===== config.mk =====
export PLATFORM = sky130hd
export DESIGN_NAME = copy_fifo_arbiter_flat
export DESIGN_NICKNAME = d
export VERILOG_FILES = /design/src/rtl/copy_fifo_arbiter_if.sv /design/src/rtl/copy_fifo_arbiter.sv /design/src/flat_wrapper.sv
export SDC_FILE = /design/constraint.sdc
export NUM_CORES = 1
export LEC_CHECK = 0
export CAP_MARGIN = 20
export CORE_ASPECT_RATIO = 0.8
export CORE_UTILIZATION = 44
export DETAILED_ROUTE_END_ITERATION = 10
export MAX_ROUTING_LAYER = met4
export PLACE_DENSITY = 0.89
export SYNTH_ARGS = -nofsm -noshare
export SYNTH_HDL_FRONTEND = slang
export SYNTH_SLANG_ARGS = --single-unit

===== constraint.sdc =====
create_clock -name clk -period 2.45 [get_ports clk]
set_input_delay 0.245 -clock clk [delete_from_list [all_inputs] [get_ports clk]]
set_output_delay 0.245 -clock clk [all_outputs]
set_load 0.02 [all_outputs]

===== src/rtl/copy_fifo_arbiter_if.sv =====
// Handshake bundle between copy_fifo_arbiter, its token FIFOs and the copy engine.
// The arbiter takes the master modport; the FIFO/copy-engine side takes the slave modport.
interface copy_fifo_arbiter_if #(
  parameter int NUM_REQ = 4,
  parameter int WIDTH   = 33,
  parameter int SRC_W   = 2
);
  logic [NUM_REQ-1:0]       fifo_empty;
  logic [NUM_REQ*WIDTH-1:0] fifo_dout;
  logic [NUM_REQ-1:0]       fifo_rd_en;
  logic                     tok_valid;
  logic [WIDTH-1:0]         tok_data;
  logic [SRC_W-1:0]         tok_src;
  logic                     tok_ready;

  modport master (
    input  fifo_empty, fifo_dout, tok_ready,
    output fifo_rd_en, tok_valid, tok_data, tok_src
  );

  modport slave (
    output fifo_empty, fifo_dout, tok_ready,
    input  fifo_rd_en, tok_valid, tok_data, tok_src
  );
endinterface


===== src/rtl/copy_fifo_arbiter.sv =====
// Round-robin scheduler feeding one copy engine from NUM_REQ registered-output token FIFOs.
// Optional burst locking (no interleave within a copy burst) is enabled by COPY_ARB_BURST_LOCK_EN.
module copy_fifo_arbiter #(
  parameter int NUM_REQ = 4,
  parameter int WIDTH   = 33,
  parameter int SRC_W   = 2
) (
  input  logic                 clk,
  input  logic                 srst,
  input  logic                 arb_en,
  output logic                 busy,
  copy_fifo_arbiter_if.master  bus
);

  typedef enum logic [1:0] {
    OCC_EMPTY = 2'd0,
    OCC_ONE   = 2'd1,
    OCC_TWO   = 2'd2
  } occ_t;

  occ_t             r_occ;
  logic [WIDTH-1:0] r_head_data;
  logic [WIDTH-1:0] r_skid_data;
  logic [SRC_W-1:0] r_head_src;
  logic [SRC_W-1:0] r_skid_src;
  logic             r_inflight;
  logic [SRC_W-1:0] r_inflight_src;
  logic [SRC_W-1:0] r_rr_ptr;

  logic               w_accept;
  logic               w_credit;
  logic               w_grant;
  logic [SRC_W-1:0]   w_grant_idx;
  logic [SRC_W-1:0]   w_next_ptr;
  logic [NUM_REQ-1:0] w_elig;
  logic [NUM_REQ-1:0] w_rd_en;
  logic [NUM_REQ-1:0] w_lock_mask;
  logic [WIDTH-1:0]   w_cap_data;

  assign bus.tok_valid  = (r_occ != OCC_EMPTY);
  assign bus.tok_data   = r_head_data;
  assign bus.tok_src    = r_head_src;
  assign bus.fifo_rd_en = w_rd_en;
  assign busy           = (r_occ != OCC_EMPTY) || r_inflight;

  assign w_accept = bus.tok_valid && bus.tok_ready;
  // occ + inflight - accept < 2, rearranged to stay unsigned
  assign w_credit = ({1'b0, r_occ} + {2'b00, r_inflight}) < (3'd2 + {2'b00, w_accept});

  always_comb begin
    w_cap_data = '0;
    for (int unsigned i = 0; i < NUM_REQ; i++) begin
      if (r_inflight_src == SRC_W'(i)) begin
        w_cap_data = bus.fifo_dout[i*WIDTH +: WIDTH];
      end
    end
  end

`ifdef COPY_ARB_BURST_LOCK_EN
  logic             r_lock;
  logic [SRC_W-1:0] r_lock_src;
  logic             w_lock_hold;

  // Lock is taken speculatively at grant; the in-flight token is visible on
  // fifo_dout the following cycle, so a last-of-burst flag releases it without a bubble.
  assign w_lock_hold = r_lock &&
                       !(r_inflight && (r_inflight_src == r_lock_src) && w_cap_data[WIDTH-1]);

  always_comb begin
    w_lock_mask = '0;
    for (int unsigned i = 0; i < NUM_REQ; i++) begin
      w_lock_mask[i] = !w_lock_hold || (r_lock_src == SRC_W'(i));
    end
  end

  always_ff @(posedge clk or posedge srst) begin
    if (srst) begin
      r_lock     <= 1'b0;
      r_lock_src <= '0;
    end else if (w_grant) begin
      r_lock     <= 1'b1;
      r_lock_src <= w_grant_idx;
    end else if (!w_lock_hold) begin
      r_lock     <= 1'b0;
    end
  end
`else
  assign w_lock_mask = '1;
`endif

  assign w_elig = ~bus.fifo_empty & w_lock_mask & {NUM_REQ{arb_en && w_credit && !srst}};

  always_comb begin
    w_grant     = 1'b0;
    w_grant_idx = '0;
    w_next_ptr  = r_rr_ptr;
    w_rd_en     = '0;
    for (int unsigned k = 0; k < NUM_REQ; k++) begin
      for (int unsigned i = 0; i < NUM_REQ; i++) begin
        if (!w_grant && w_elig[i] && (((32'(r_rr_ptr) + k) % NUM_REQ) == i)) begin
          w_grant     = 1'b1;
          w_grant_idx = SRC_W'(i);
          w_next_ptr  = (i == NUM_REQ - 1) ? '0 : SRC_W'(i + 1);
          w_rd_en[i]  = 1'b1;
        end
      end
    end
  end

  always_ff @(posedge clk or posedge srst) begin
    if (srst) begin
      r_occ          <= OCC_EMPTY;
      r_head_data    <= '0;
      r_skid_data    <= '0;
      r_head_src     <= '0;
      r_skid_src     <= '0;
      r_inflight     <= 1'b0;
      r_inflight_src <= '0;
      r_rr_ptr       <= '0;
    end else begin
      r_inflight <= w_grant;
      if (w_grant) begin
        r_inflight_src <= w_grant_idx;
        r_rr_ptr       <= w_next_ptr;
      end
      case (r_occ)
        OCC_EMPTY: begin
          if (r_inflight) begin
            r_head_data <= w_cap_data;
            r_head_src  <= r_inflight_src;
            r_occ       <= OCC_ONE;
          end
        end
        OCC_ONE: begin
          if (r_inflight) begin
            if (w_accept) begin
              r_head_data <= w_cap_data;
              r_head_src  <= r_inflight_src;
            end else begin
              r_skid_data <= w_cap_data;
              r_skid_src  <= r_inflight_src;
              r_occ       <= OCC_TWO;
            end
          end else if (w_accept) begin
            r_occ <= OCC_EMPTY;
          end
        end
        OCC_TWO: begin
          if (w_accept) begin
            r_head_data <= r_skid_data;
            r_head_src  <= r_skid_src;
            if (r_inflight) begin
              r_skid_data <= w_cap_data;
              r_skid_src  <= r_inflight_src;
            end else begin
              r_occ <= OCC_ONE;
            end
          end
        end
        default: r_occ <= OCC_EMPTY;
      endcase
    end
  end

endmodule


===== src/flat_wrapper.sv =====
// flat-port wrapper written by rule: the top's interface ports become plain ports
module copy_fifo_arbiter_flat 
#(
  parameter int NUM_REQ = 4,
  parameter int WIDTH   = 33,
  parameter int SRC_W   = 2
)
  (clk, srst, arb_en, busy, bus_fifo_empty, bus_fifo_dout, bus_tok_ready, bus_fifo_rd_en, bus_tok_valid, bus_tok_data, bus_tok_src);
  copy_fifo_arbiter_if #(.NUM_REQ(NUM_REQ), .WIDTH(WIDTH), .SRC_W(SRC_W)) bus_i ();
  input  logic clk;
  input  logic srst;
  input  logic arb_en;
  output logic busy;
  input wire logic [$bits(bus_i.fifo_empty)-1:0] bus_fifo_empty;
  input wire logic [$bits(bus_i.fifo_dout)-1:0] bus_fifo_dout;
  input wire logic [$bits(bus_i.tok_ready)-1:0] bus_tok_ready;
  output wire logic [$bits(bus_i.fifo_rd_en)-1:0] bus_fifo_rd_en;
  output wire logic [$bits(bus_i.tok_valid)-1:0] bus_tok_valid;
  output wire logic [$bits(bus_i.tok_data)-1:0] bus_tok_data;
  output wire logic [$bits(bus_i.tok_src)-1:0] bus_tok_src;
  assign bus_i.fifo_empty = bus_fifo_empty;
  assign bus_i.fifo_dout = bus_fifo_dout;
  assign bus_i.tok_ready = bus_tok_ready;
  assign bus_fifo_rd_en = bus_i.fifo_rd_en;
  assign bus_tok_valid = bus_i.tok_valid;
  assign bus_tok_data = bus_i.tok_data;
  assign bus_tok_src = bus_i.tok_src;
  copy_fifo_arbiter #(.NUM_REQ(NUM_REQ), .WIDTH(WIDTH), .SRC_W(SRC_W)) u_core (.clk(clk), .srst(srst), .arb_en(arb_en), .busy(busy), .bus(bus_i));
endmodule

Word level (Yosys, flattened, before mapping)
Cells that the tools add are included.

Add/subtract/negate cells: 5. Muxes and demuxes: 91. Order comparisons: 1. Reduce and logical (&&, ||, !) cells: 65. Equal/unequal tests: 26. Bitwise operators: 2.

Operators with widths (number): 33-bit 2-to-1 mux (11); 32-bit zero test (4); 33-bit one-hot mux with 3 select lines (1); 2-bit 2-to-1 mux (43); 33-bit one-hot mux with 2 select lines (1); 1-bit logical AND (34); 1-bit 2-to-1 mux (32); 2-bit == test, second input constant (11); 1-bit zero test (16); 16-bit nonzero test (1); 5-bit AND reduction (3); 2-bit by 1-bit == test with 1-bit output, second input constant (6); 2-bit one-hot mux with 3 select lines (2); 2-bit by 1-bit != test with 1-bit output, second input constant (5); 2-bit adder, second input constant (2); 4-bit AND (1); 2-bit zero test (2); 2-bit != test, second input constant (2); 4-bit inverter (1); 2-bit one-hot mux with 2 select lines (1); 2-bit nonzero test (2); 2-bit by 1-bit adder with 3-bit output (1); 2-bit by 1-bit adder with 3-bit output, first input constant (1); 3-bit < comparator (1); 6 further kinds (6).

Bits of input ports: 140. Bits in registers: 77.

Depth between registers and ports, before layout
Gate-level depths: netlist of run 1.

Depth after elaboration: 70. Mapped depth: 7. Depth with buffers taken out: 6.

Worst setup path before layout of run 1
No wires, ideal clock.

Path kind: reg-to-output. Start point: register u_core.r_inflight. End point: output port bus_fifo_rd_en[3]. Arrival: 2.288 ns. Stages on the path, launching flop included: 7. Path buffers: 1. Path slack: -0.083 ns. Cells stage by stage: dfrtp_1 -> ha_1 -> ha_1 -> inv_1 -> o211ai_1 -> clkbuf_1 -> a2111oi_0.

Longest elaborated chain between the ends: 67. Elaborated cells on any way between the ends: 70. Those cells by class: add/sub (1); order compare (1); mux (19); bitwise (1); reduce/logical (48).

Ends and longest elaborated chain: start, declared (RTL line copy_fifo_arbiter.sv:26) `logic r_inflight;`; start signal, assigned (RTL line copy_fifo_arbiter.sv:121) `r_inflight <= w_grant;`; 2-bit by 1-bit adder with 3-bit output * (RTL line copy_fifo_arbiter.sv:48) `assign w_credit = ({1'b0, r_occ} + {2'b00, r_inflight}) < (3'd2 + {2'b00, w_accept});`; 3-bit < comparator * (RTL line copy_fifo_arbiter.sv:48); 1-bit logical AND * (2 in series) (RTL line copy_fifo_arbiter.sv:91) `assign w_elig = ~bus.fifo_empty & w_lock_mask & {NUM_REQ{arb_en && w_credit && !srst}};`; 4-bit AND * (RTL line copy_fifo_arbiter.sv:91); 1-bit logical AND (RTL line copy_fifo_arbiter.sv:100) `if (!w_grant && w_elig[i] && (((32'(r_rr_ptr) + k) % NUM_REQ) == i)) begin`; 1-bit 2-to-1 mux (RTL line copy_fifo_arbiter.sv:100); 1-bit zero test (RTL line copy_fifo_arbiter.sv:100); 1-bit logical AND (2 in series) (RTL line copy_fifo_arbiter.sv:100); (+46 left out); 1-bit logical AND (2 in series) (RTL line copy_fifo_arbiter.sv:100); 1-bit 2-to-1 mux (RTL line copy_fifo_arbiter.sv:100); 1-bit zero test (RTL line copy_fifo_arbiter.sv:100); 1-bit logical AND (2 in series) (RTL line copy_fifo_arbiter.sv:100); 1-bit 2-to-1 mux (RTL line copy_fifo_arbiter.sv:100); 1-bit zero test (RTL line copy_fifo_arbiter.sv:100); 1-bit logical AND (2 in series) (RTL line copy_fifo_arbiter.sv:100); 1-bit 2-to-1 mux * (RTL line copy_fifo_arbiter.sv:100); end, declared (RTL line flat_wrapper.sv:17) `output wire logic [$bits(bus_i.fifo_rd_en)-1:0] bus_fifo_rd_en;`.

Every way passes the cells marked *; elsewhere a longest branch is shown, timed or not.

Worst setup path after layout of run 1
Start point: register u_core.r_occ[1]. End point: register u_core.r_head_data[24], in the netlist u_core.bus.tok_data[24].

Longest elaborated chain between the ends: 4. Elaborated cells on any way between the ends: 12. Those cells by class: eq/ne (6); mux (1); reduce/logical (5).

Ends and longest elaborated chain: start, declared (RTL line copy_fifo_arbiter.sv:21) `occ_t r_occ;`; start signal, assigned (RTL line copy_fifo_arbiter.sv:112) `r_occ <= OCC_EMPTY;`; start signal, assigned (RTL line copy_fifo_arbiter.sv:131) `r_occ <= OCC_ONE;`; start signal, assigned (RTL line copy_fifo_arbiter.sv:142) `r_occ <= OCC_TWO;`; 2-bit nonzero test (RTL line copy_fifo_arbiter.sv:40) `assign bus.tok_valid = (r_occ != OCC_EMPTY);`; 1-bit logical AND (RTL line copy_fifo_arbiter.sv:46) `assign w_accept = bus.tok_valid && bus.tok_ready;`; 2-bit by 1-bit != test with 1-bit output (no line); 5-bit AND reduction (no line); end signal, assigned (RTL line copy_fifo_arbiter.sv:129) `r_head_data <= w_cap_data;`; end signal, assigned (RTL line copy_fifo_arbiter.sv:137) `r_head_data <= w_cap_data;`; end signal, assigned (RTL line copy_fifo_arbiter.sv:150) `r_head_data <= r_skid_data;`; end, declared (RTL line copy_fifo_arbiter.sv:22) `logic [WIDTH-1:0] r_head_data;`.

Several ways; a longest one is shown, not always the timed one. A chain may end at the register's enable or synchronous reset.

==> results.toml, run 1 <==
[detailed_routing]
viasPerCell = 5.42
vias = 3819
drt-wirelength-per-cell_um = 16.9
drtAntennaViolNets = 0
drtIter0Drc = 207
routed_wl_um = 11900
dr.pass1.iters = 4
drcViolationCount = 0

[global_routing]
grt_first_pass_wirelength_um = 18800
grt.overflow.total = 0
track_usage_pct = 23.7
grt_max_degree = 41
antenna_found_initial = 0
grt_pass1_vias = 3985

[synth]
synth-main-ff-cell = "dfrtp_1"
yosys_warnings = 0
ys_seq_elements = 77
synth_enable_flop_cells = 0
synth-seq-area-share_pct = 42.5
syn_area_um2 = 4530
synth_cell_type_count = 37
syn_nets = 532
syn_inst = 386
async_reset_ff_share_pct = 100
syn_area_per_cell_um2 = 11.7

[placement]
dp_slack_ps = 32.9
place.gp.congestion = 0.825
port_buffers = 180
dp_hpwl_um = 9000

[timing]
rsz0062_at_grt = "no"
worst_pin_slew_ps = 673
setup_viol = 0
timing.final.hold_violations = 0
max_freq_mhz = 433
period_needed_ps = 2310
finalSetupTns_ps = 0
final.setup_skew_ps = 8.37
fin_ws_ps = 139
maxSlewHeadroom_pct = 55.1
slew_violations = 0
period_share_pct = 94.3

[clock_network]
clk_pin_slew_ps = 60
cts_max_path_buffers = 2
clock-root-buffer = "clkbuf_16"
insertion_delay_ps = 320
postCtsHoldBufs = 0
cts_max_level = 3
cts_sinks = 77
cts_tree = "yes"
cts-buffers-inserted = 9

[power]
vdd_ir_drop_max_mv = 0.682
p_per_area_nw_per_um2 = 1300
finalPower_w = 0.00889
leakage_nw = 2.86

[final_layout]
fin_util_pct = 69.7
final_net_count = 711
drive_gt1_share_pct = 23.6
diodes = 0
area_delta_synth_final_pct = 50.8

[setup_path]
required_ps = 2650
cp-start-kind = "register"
end_kind = "register"
worstSetupPathType = "reg -> reg"
r2r_cells = 7
rr_startpoint = "u_core.r_occ[1]$_DFFE_PP0P_"
r2r-end = "u_core.bus.tok_data[24]$_DFFE_PP0P_"
worstPathArrival_ps = 2510
rrSetupSlack_ps = 140
critical_path_peak_fanout = 20

[flow_run]
cap_violations = 0

[die]
ioPinCount = 181
die-area_um2 = 10700
die_h_um = 92.8
coreArea_um2 = 9810
die_w_um = 115
initial_utilization_pct = 46.2
rows = 32

[worst_hold_path]
hold_path.class = "in -> async"

[status]
outcome = "finished, final reports clean"
report_power, final:
group	switching, W	internal [W]
Combinational	0.00231	0.00272
Clock	0.000505	0.000991
Sequential	0.000397	0.00197
cell families (layout without fill, tap and decap cells):
group	Yosys count	count (layout)	share of synthesized area [%]
buffers and inverters	40	223	4.58
adder cells (fa/ha/maj)	6	6	1.66
flip-flops	77	77	42.5
AO/OA/AOI/OAI	37	37	5.88
AND/OR/NAND/NOR	119	119	10.6
multiplexers	107	107	34.8
repair_timing:
item,4_1_cts,5_1_grt
endpoints found under the setup margin,4,24
resized for setup,11,11
buffers inserted,0,1
pin swaps,0,1
per-stage QoR:
step | std cells | hold slack (ps) | cell area [µm²]
floorplan | 386 | 415 | 4530
global placement | 689 | 468 | 6500
detailed placement | 689 | 479 | 6500
CTS | 704 | 375 | 6830
global route | 705 | 415 | 6830
finish | 705 | 359 | 6830
layout by cell type, fill, tap and decap left out, drive strengths merged, types with 3 or more instances in the layout:
cell,n
a211oi,3
mux2,73
nor2,4
clkdlybuf4s50,176
nand2,106
ha,6
clkbuf,11
dfrtp,77
nor3,5
o21ai,7
mux4,33
a21oi,11
inv,12
buf,18
bufinv,3
Yosys cell counts (2+ instances only):
master | count | share of area [%]
nand2_1 | 106 | 8.8
dfrtp_1 | 77 | 43
mux2_2 | 53 | 13
mux4_2 | 33 | 16
mux2_1 | 20 | 5.0
clkbuf_1 | 14 | 1.2
a21oi_1 | 11 | 1.2
inv_1 | 11 | 0.91
o21ai_0 | 7 | 0.77
buf_6 | 6 | 1.5
ha_1 | 6 | 1.7
nor3_1 | 5 | 0.55
buf_2 | 4 | 0.44
a211oi_1 | 3 | 0.50
nor2_1 | 3 | 0.25
buf_1 | 2 | 0.17
buf_4 | 2 | 0.33
o21bai_1 | 2 | 0.33
o22ai_1 | 2 | 0.28
o32ai_1 | 2 | 0.39
worst max path at each step:
stage / startpoint / end / slack [ps] / depth (start not counted)
4_1_cts: u_core.r_occ[1]$_DFFE_PP0P_ / bus_fifo_rd_en[0] / 5 / 7
3_5_place_dp: u_core.r_occ[1]$_DFFE_PP0P_ / bus_fifo_rd_en[1] / 30 / 7
6_report: u_core.r_occ[1]$_DFFE_PP0P_ / u_core.bus.tok_data[24]$_DFFE_PP0P_ / 140 / 7
2_1_floorplan: u_core.r_inflight$_DFF_PP0_ / bus_fifo_rd_en[3] / 170 / 6
5_1_grt: u_core.r_inflight$_DFF_PP0_ / bus_fifo_rd_en[3] / 50 / 6
3_3_place_gp: u_core.r_inflight$_DFF_PP0_ / bus_fifo_rd_en[1] / 130 / 7
layer usage:
layer | vias up | wire length (µm) | global-route usage [%]
li1 | 1739 | - | -
met1 | 1882 | 4540 | 26.3
met2 | 169 | 6190 | 41.4
met3 | 29 | 874 | 5.37
met4 | 0 | 301 | 9.20
met5 | - | 0 | -
final cells by class:
cell class / instances / area, µm²
fill: 699 / 2980
multi-input combinational: 269 / 2410
timing repair buffer: 196 / 1940
sequential: 77 / 1930
clock buffer: 9 / 225
tap: 136 / 170
clock inverter: 6 / 111
inverter: 12 / 46.3
critical path: stages, from the launching register on:
cell and delay (ps):
dfrtp_2 450, inv_1 110, ha_2 250, nand2b_4 160, a211oi_1 70, a31oi_4 540
buf_12 250, mux2_2 350
state kept, by name, indices dropped and copies added (netlist names):
name and cells:
u_core.r_inflight 1, u_core.r_inflight_src 2, u_core.bus.tok_data 33, u_core.r_skid_data 33, u_core.r_skid_src 2, u_core.bus.tok_src 2
u_core.r_occ 2, u_core.r_rr_ptr 2
No activity file was read; power rests on OpenSTA's default activity.
==> run 2: changes to the inputs <==
CTS_CLUSTER_DIAMETER = 120   (was unset)
RECOVER_POWER = 25   (was unset)
==> results.toml, run 2 (synthesized netlist as in run 1, its figures left out) <==
[status]
outcome = "finished, violations left"
violations = "max-capacitance violations, max-slew violations"

[final_layout]
drive_gt1_share_pct = 23.6
n_fill_cell = 699
stdcell_area_um2 = 6830
layout_commonest_cell = "clkdlybuf4s50_1"
final_net_count = 711
multiInputGateArea_um2 = 2410
final_cells = 705
layout_common_cells = "clkdlybuf4s50_1, nand2_1, dfrtp_1, mux2_2, mux4_2"
area_delta_synth_final_pct = 50.8
diodes = 0
register_area_um2 = 1930

[setup_path]
end_kind = "register"
worstSetupPathType = "reg -> reg"
max_stage_delay_ps = 540
critical_path_peak_fanout = 20
worstPathArrival_ps = 2510
required_ps = 2650
path_cells = "inv_1 > ha_2 > nand2b_4 > a211oi_1 > a31oi_4 > buf_12 > mux2_2"
slowest_stage = "a31oi_4"
cp-start-kind = "register"

[timing]
final.setup_skew_ps = 8.29
rsz0062_at_grt = "no"
timing.final.hold_violations = 0
holdWs_ps = 489
maxSlewHeadroom_pct = -14.5
slew_violations = 38
worst_pin_slew_ps = 1710
period_needed_ps = 2310
period_share_pct = 94.1
finalSetupTns_ps = 0
setup_viol = 0
max_freq_mhz = 434

[detailed_routing]
drtAntennaViolNets = 0
routed_wl_um = 11900
drt-wirelength-per-cell_um = 16.9
top_layer = "met4"
dr.pass1.iters = 4
drtIter0Drc = 211
wl_met2_um = 6200
viasPerCell = 5.43
vias = 3825
wl_met1_um = 4530
met3_length_um = 868
drcViolationCount = 0

[power]
leakage_nw = 2.86
p_per_area_nw_per_um2 = 1300
vdd_ir_drop_max_mv = 0.682
finalPower_w = 0.00889

[global_routing]
antenna_found_initial = 0
grt_max_degree = 41
grt_first_pass_wirelength_um = 18800
grt.overflow.total = 0
grt_pass1_vias = 3985
track_usage_pct = 23.7

[placement]
place.gp.congestion = 0.825
dp_cells = 689
dp_hpwl_um = 9000
placed_area_um2 = 6500
port_buffers = 180

[die]
die_w_um = 115
ioPinCount = 181
die_h_um = 92.8
coreArea_um2 = 9810
die-area_um2 = 10700
rows = 32
initial_utilization_pct = 46.2

[clock_network]
insertion_delay_ps = 320
cts_sinks = 77
clock-root-buffer = "clkbuf_16"
cts_max_level = 3
postCtsHoldBufs = 0
cts_max_path_buffers = 2
cts-buffers-inserted = 9
clk_pin_slew_ps = 60
cts_tree = "yes"

[worst_hold_path]
hold_path.class = "reg -> reg"

[flow_run]
cap_violations = 1
==> run 2: cell count changes in the layout (fill, tap and decap cells not counted) <==
cell	previous run	this run
clkinv_2	2	1
clkinvlp_2	0	1
dlygate4sd3_1	0	1
clkdlybuf4s50_1	176	175
==> run 2: metrics by stage <==
stage | util, % | worst slack [ps]
after detailed placement | 66.2 | 32.9
after global routing | 69.7 | 48.3
after global placement | 66.2 | 131
after CTS | 69.7 | 4.52
final | 69.7 | 144
after floorplan | - | 173
==> run 2: worst max-delay path: cells and delay by family, from the launching register on <==
kind / cells / cell delay, ps
simple gates: 1 / 160
flops: 1 / 430
fa+ha+maj: 1 / 250
mux: 1 / 350
buf+inv: 2 / 380
compound gates: 2 / 610
==> run 2: layout make-up <==
| class | count | area share [%] |
|---|---|---|
| multi-input cells | 269 | 35.3 |
| repair buffers | 196 | 28.4 |
| flip-flops and latches | 77 | 28.2 |
| clock buffers | 9 | 3.30 |
| well taps | 136 | 2.49 |
| clock inverters | 6 | 1.63 |
| inverters | 12 | 0.677 |
==> run 2: worst paths after layout <==
kind	cells after the start	slack, ps	endpoint	startpoint
worst max-delay path	7	140	u_core.bus.tok_data[24]$_DFFE_PP0P_	u_core.r_occ[0]$_DFFE_PP0P_
worst min-delay path	1	490	u_core.r_skid_src[0]$_DFFE_PP0P_	u_core.r_skid_src[0]$_DFFE_PP0P_
worst max register to register	7	140	u_core.bus.tok_data[24]$_DFFE_PP0P_	u_core.r_occ[0]$_DFFE_PP0P_
worst min register to register	1	490	u_core.r_skid_src[0]$_DFFE_PP0P_	u_core.r_skid_src[0]$_DFFE_PP0P_
max in group asynchronous	2	750	u_core.r_occ[1]$_DFFE_PP0P_	srst
min in group asynchronous	2	830	u_core.r_inflight_src[0]$_DFFE_PP0P_	srst
==> run 2: metal layers <==
metal | track usage [%] | vias to the layer above
met5 | - | -
met4 | 9.20 | 0
met3 | 5.37 | 30
met2 | 41.4 | 170
met1 | 26.3 | 1886
li1 | - | 1739
==> run 2: where the power goes <==
part / switching [W] / total (W) / internal, W
logic: 0.00231 / 0.00503 / 0.00272
registers: 0.000396 / 0.00237 / 0.00198
clock network: 0.000505 / 0.00150 / 0.000991
==> run 2: timing repair <==
action,in CTS,in global routing
gates resized for setup,11,11
endpoints found under the setup margin,4,24
pin swaps,0,1
hold endpoints to repair,0,0
buffers inserted,0,1
==> run 3: changes to the inputs <==
CORE_MARGIN = 3   (was unset)
==> results.toml, run 3 (synthesized netlist as in run 1, its figures left out) <==
[final_layout]
n_fill_cell = 715
register_area_um2 = 1930
fin_util_pct = 69.6
drive_gt1_share_pct = 23.6
layout_common_cells = "clkdlybuf4s50_1, nand2_1, dfrtp_1, mux2_2, mux4_2"
area_delta_synth_final_pct = 51.3
layout_commonest_cell = "clkdlybuf4s50_1"
final_net_count = 714
multiInputGateArea_um2 = 2410
diodes = 0
final_cells = 708

[timing]
fin_ws_ps = 101
period_share_pct = 95.9
maxSlewHeadroom_pct = 19.8
final.setup_skew_ps = 8.93
setup_viol = 0
slew_violations = 0
worst_pin_slew_ps = 1200
max_freq_mhz = 426
period_needed_ps = 2350
holdWs_ps = 320
timing.final.hold_violations = 0

[setup_path]
max_stage_delay_ps = 390
r2r-end = "u_core.bus.tok_data[12]$_DFFE_PP0P_"
worstPathArrival_ps = 2100
critical_path_peak_fanout = 4
end_kind = "output port"
cp-start-kind = "register"
worstSetupPathType = "reg -> out"
slowest_stage = "dfrtp_1"
path_cells = "inv_1 > ha_1 > nor3b_2 > o211ai_1 > nor3_1 > clkdlybuf4s15_1"
rrSetupSlack_ps = 220
required_ps = 2200
rr_startpoint = "u_core.r_occ[0]$_DFFE_PP0P_"
r2r_cells = 8

[detailed_routing]
drcViolationCount = 0
viasPerCell = 5.44
routed_wl_um = 12800
drt-wirelength-per-cell_um = 18.1
vias = 3852
dr.pass1.iters = 4
drtIter0Drc = 275
drtAntennaViolNets = 0

[placement]
dp_hpwl_um = 9710
dp_slack_ps = -13.3
port_buffers = 180
place.gp.congestion = 0.943
dp_cells = 692

[die]
coreArea_um2 = 9850
die_w_um = 119
initial_utilization_pct = 46.0
ioPinCount = 181
rows = 32
die_h_um = 96.8
die-area_um2 = 11600

[global_routing]
track_usage_pct = 23.3
grt_max_degree = 50
grt_pass1_vias = 4266
grt_first_pass_wirelength_um = 21000
antenna_found_initial = 0
grt.overflow.total = 0

[power]
p_per_area_nw_per_um2 = 1300
leakage_nw = 2.87
finalPower_w = 0.00889
vdd_ir_drop_max_mv = 0.637

[clock_network]
postCtsHoldBufs = 0
cts-buffers-inserted = 9
cts_max_level = 3
clk_pin_slew_ps = 50
clock-root-buffer = "clkbuf_16"
cts_sinks = 77
cts_max_path_buffers = 2
insertion_delay_ps = 320
cts_tree = "yes"

[status]
outcome = "finished, final reports clean"

[worst_hold_path]
hold_path.class = "in -> async"

[flow_run]
cap_violations = 0
[run 3: worst max-delay path, delay by kind of cell, from the launching register on]
kind,cells,cell delay (ps)
buffers and inverters,2,450
adders and majority gates,1,240
AOI/OAI and AO/OA,1,230
and+or+nand+nor,2,480
DFF,1,390
[run 3: repair_timing]
| action | in CTS | in global routing |
|---|---|---|
| cloned | 0 | 0 |
| pin swaps | 0 | 2 |
| setup buffers | 0 | 1 |
| endpoints found under the setup margin | 4 | 4 |
| gates resized for setup | 11 | 7 |
[run 3: where the power goes]
part	leakage [nW]	internal (W)	total, W	switching [W]
Combinational	1.81	0.00272	0.00503	0.00232
Clock	0.162	0.000991	0.00149	0.000497
Sequential	0.902	0.00197	0.00237	0.000396
Total	2.87	0.00568	0.00889	0.00321
[run 3: worst max path at each step]
| stage | from | depth (start not counted) | slack [ps] | end |
|---|---|---|---|---|
| after global placement | u_core.r_occ[0]$_DFFE_PP0P_ | 7 | 110 | bus_fifo_rd_en[1] |
| after global routing | u_core.r_occ[0]$_DFFE_PP0P_ | 7 | -20 | bus_fifo_rd_en[1] |
| after detailed placement | u_core.r_occ[1]$_DFFE_PP0P_ | 7 | -10 | bus_fifo_rd_en[1] |
| after floorplan | u_core.r_inflight$_DFF_PP0_ | 6 | 170 | bus_fifo_rd_en[3] |
| final | u_core.r_occ[0]$_DFFE_PP0P_ | 6 | 100 | bus_fifo_rd_en[0] |
| after CTS | u_core.r_occ[0]$_DFFE_PP0P_ | 7 | -20 | bus_fifo_rd_en[1] |
[run 3: stage by stage]
stage / setup TNS (ps) / cell area [µm²]
global route: -37.4 / 6860
finish: 0 / 6860
floorplan: 0 / 4530
CTS: -19.2 / 6860
detailed placement: -13.3 / 6520
global placement: 0 / 6520
[run 3: layout make-up]
cell class | count | area share [%]
multi-input combinational | 269 | 35.2
inverter | 12 | 0.675
clock inverter | 6 | 1.62
sequential | 77 | 28.1
clock buffer | 9 | 3.28
tap | 136 | 2.48
timing repair buffer | 199 | 28.6
[run 3: layer usage]
metal	vias to the layer above	part of all wire (%)	track usage [%]
li1	1741	-	-
met2	180	54	42.3
met3	27	7.1	5.14
met5	-	0	-
met4	0	1.9	6.16
met1	1904	37	26.0
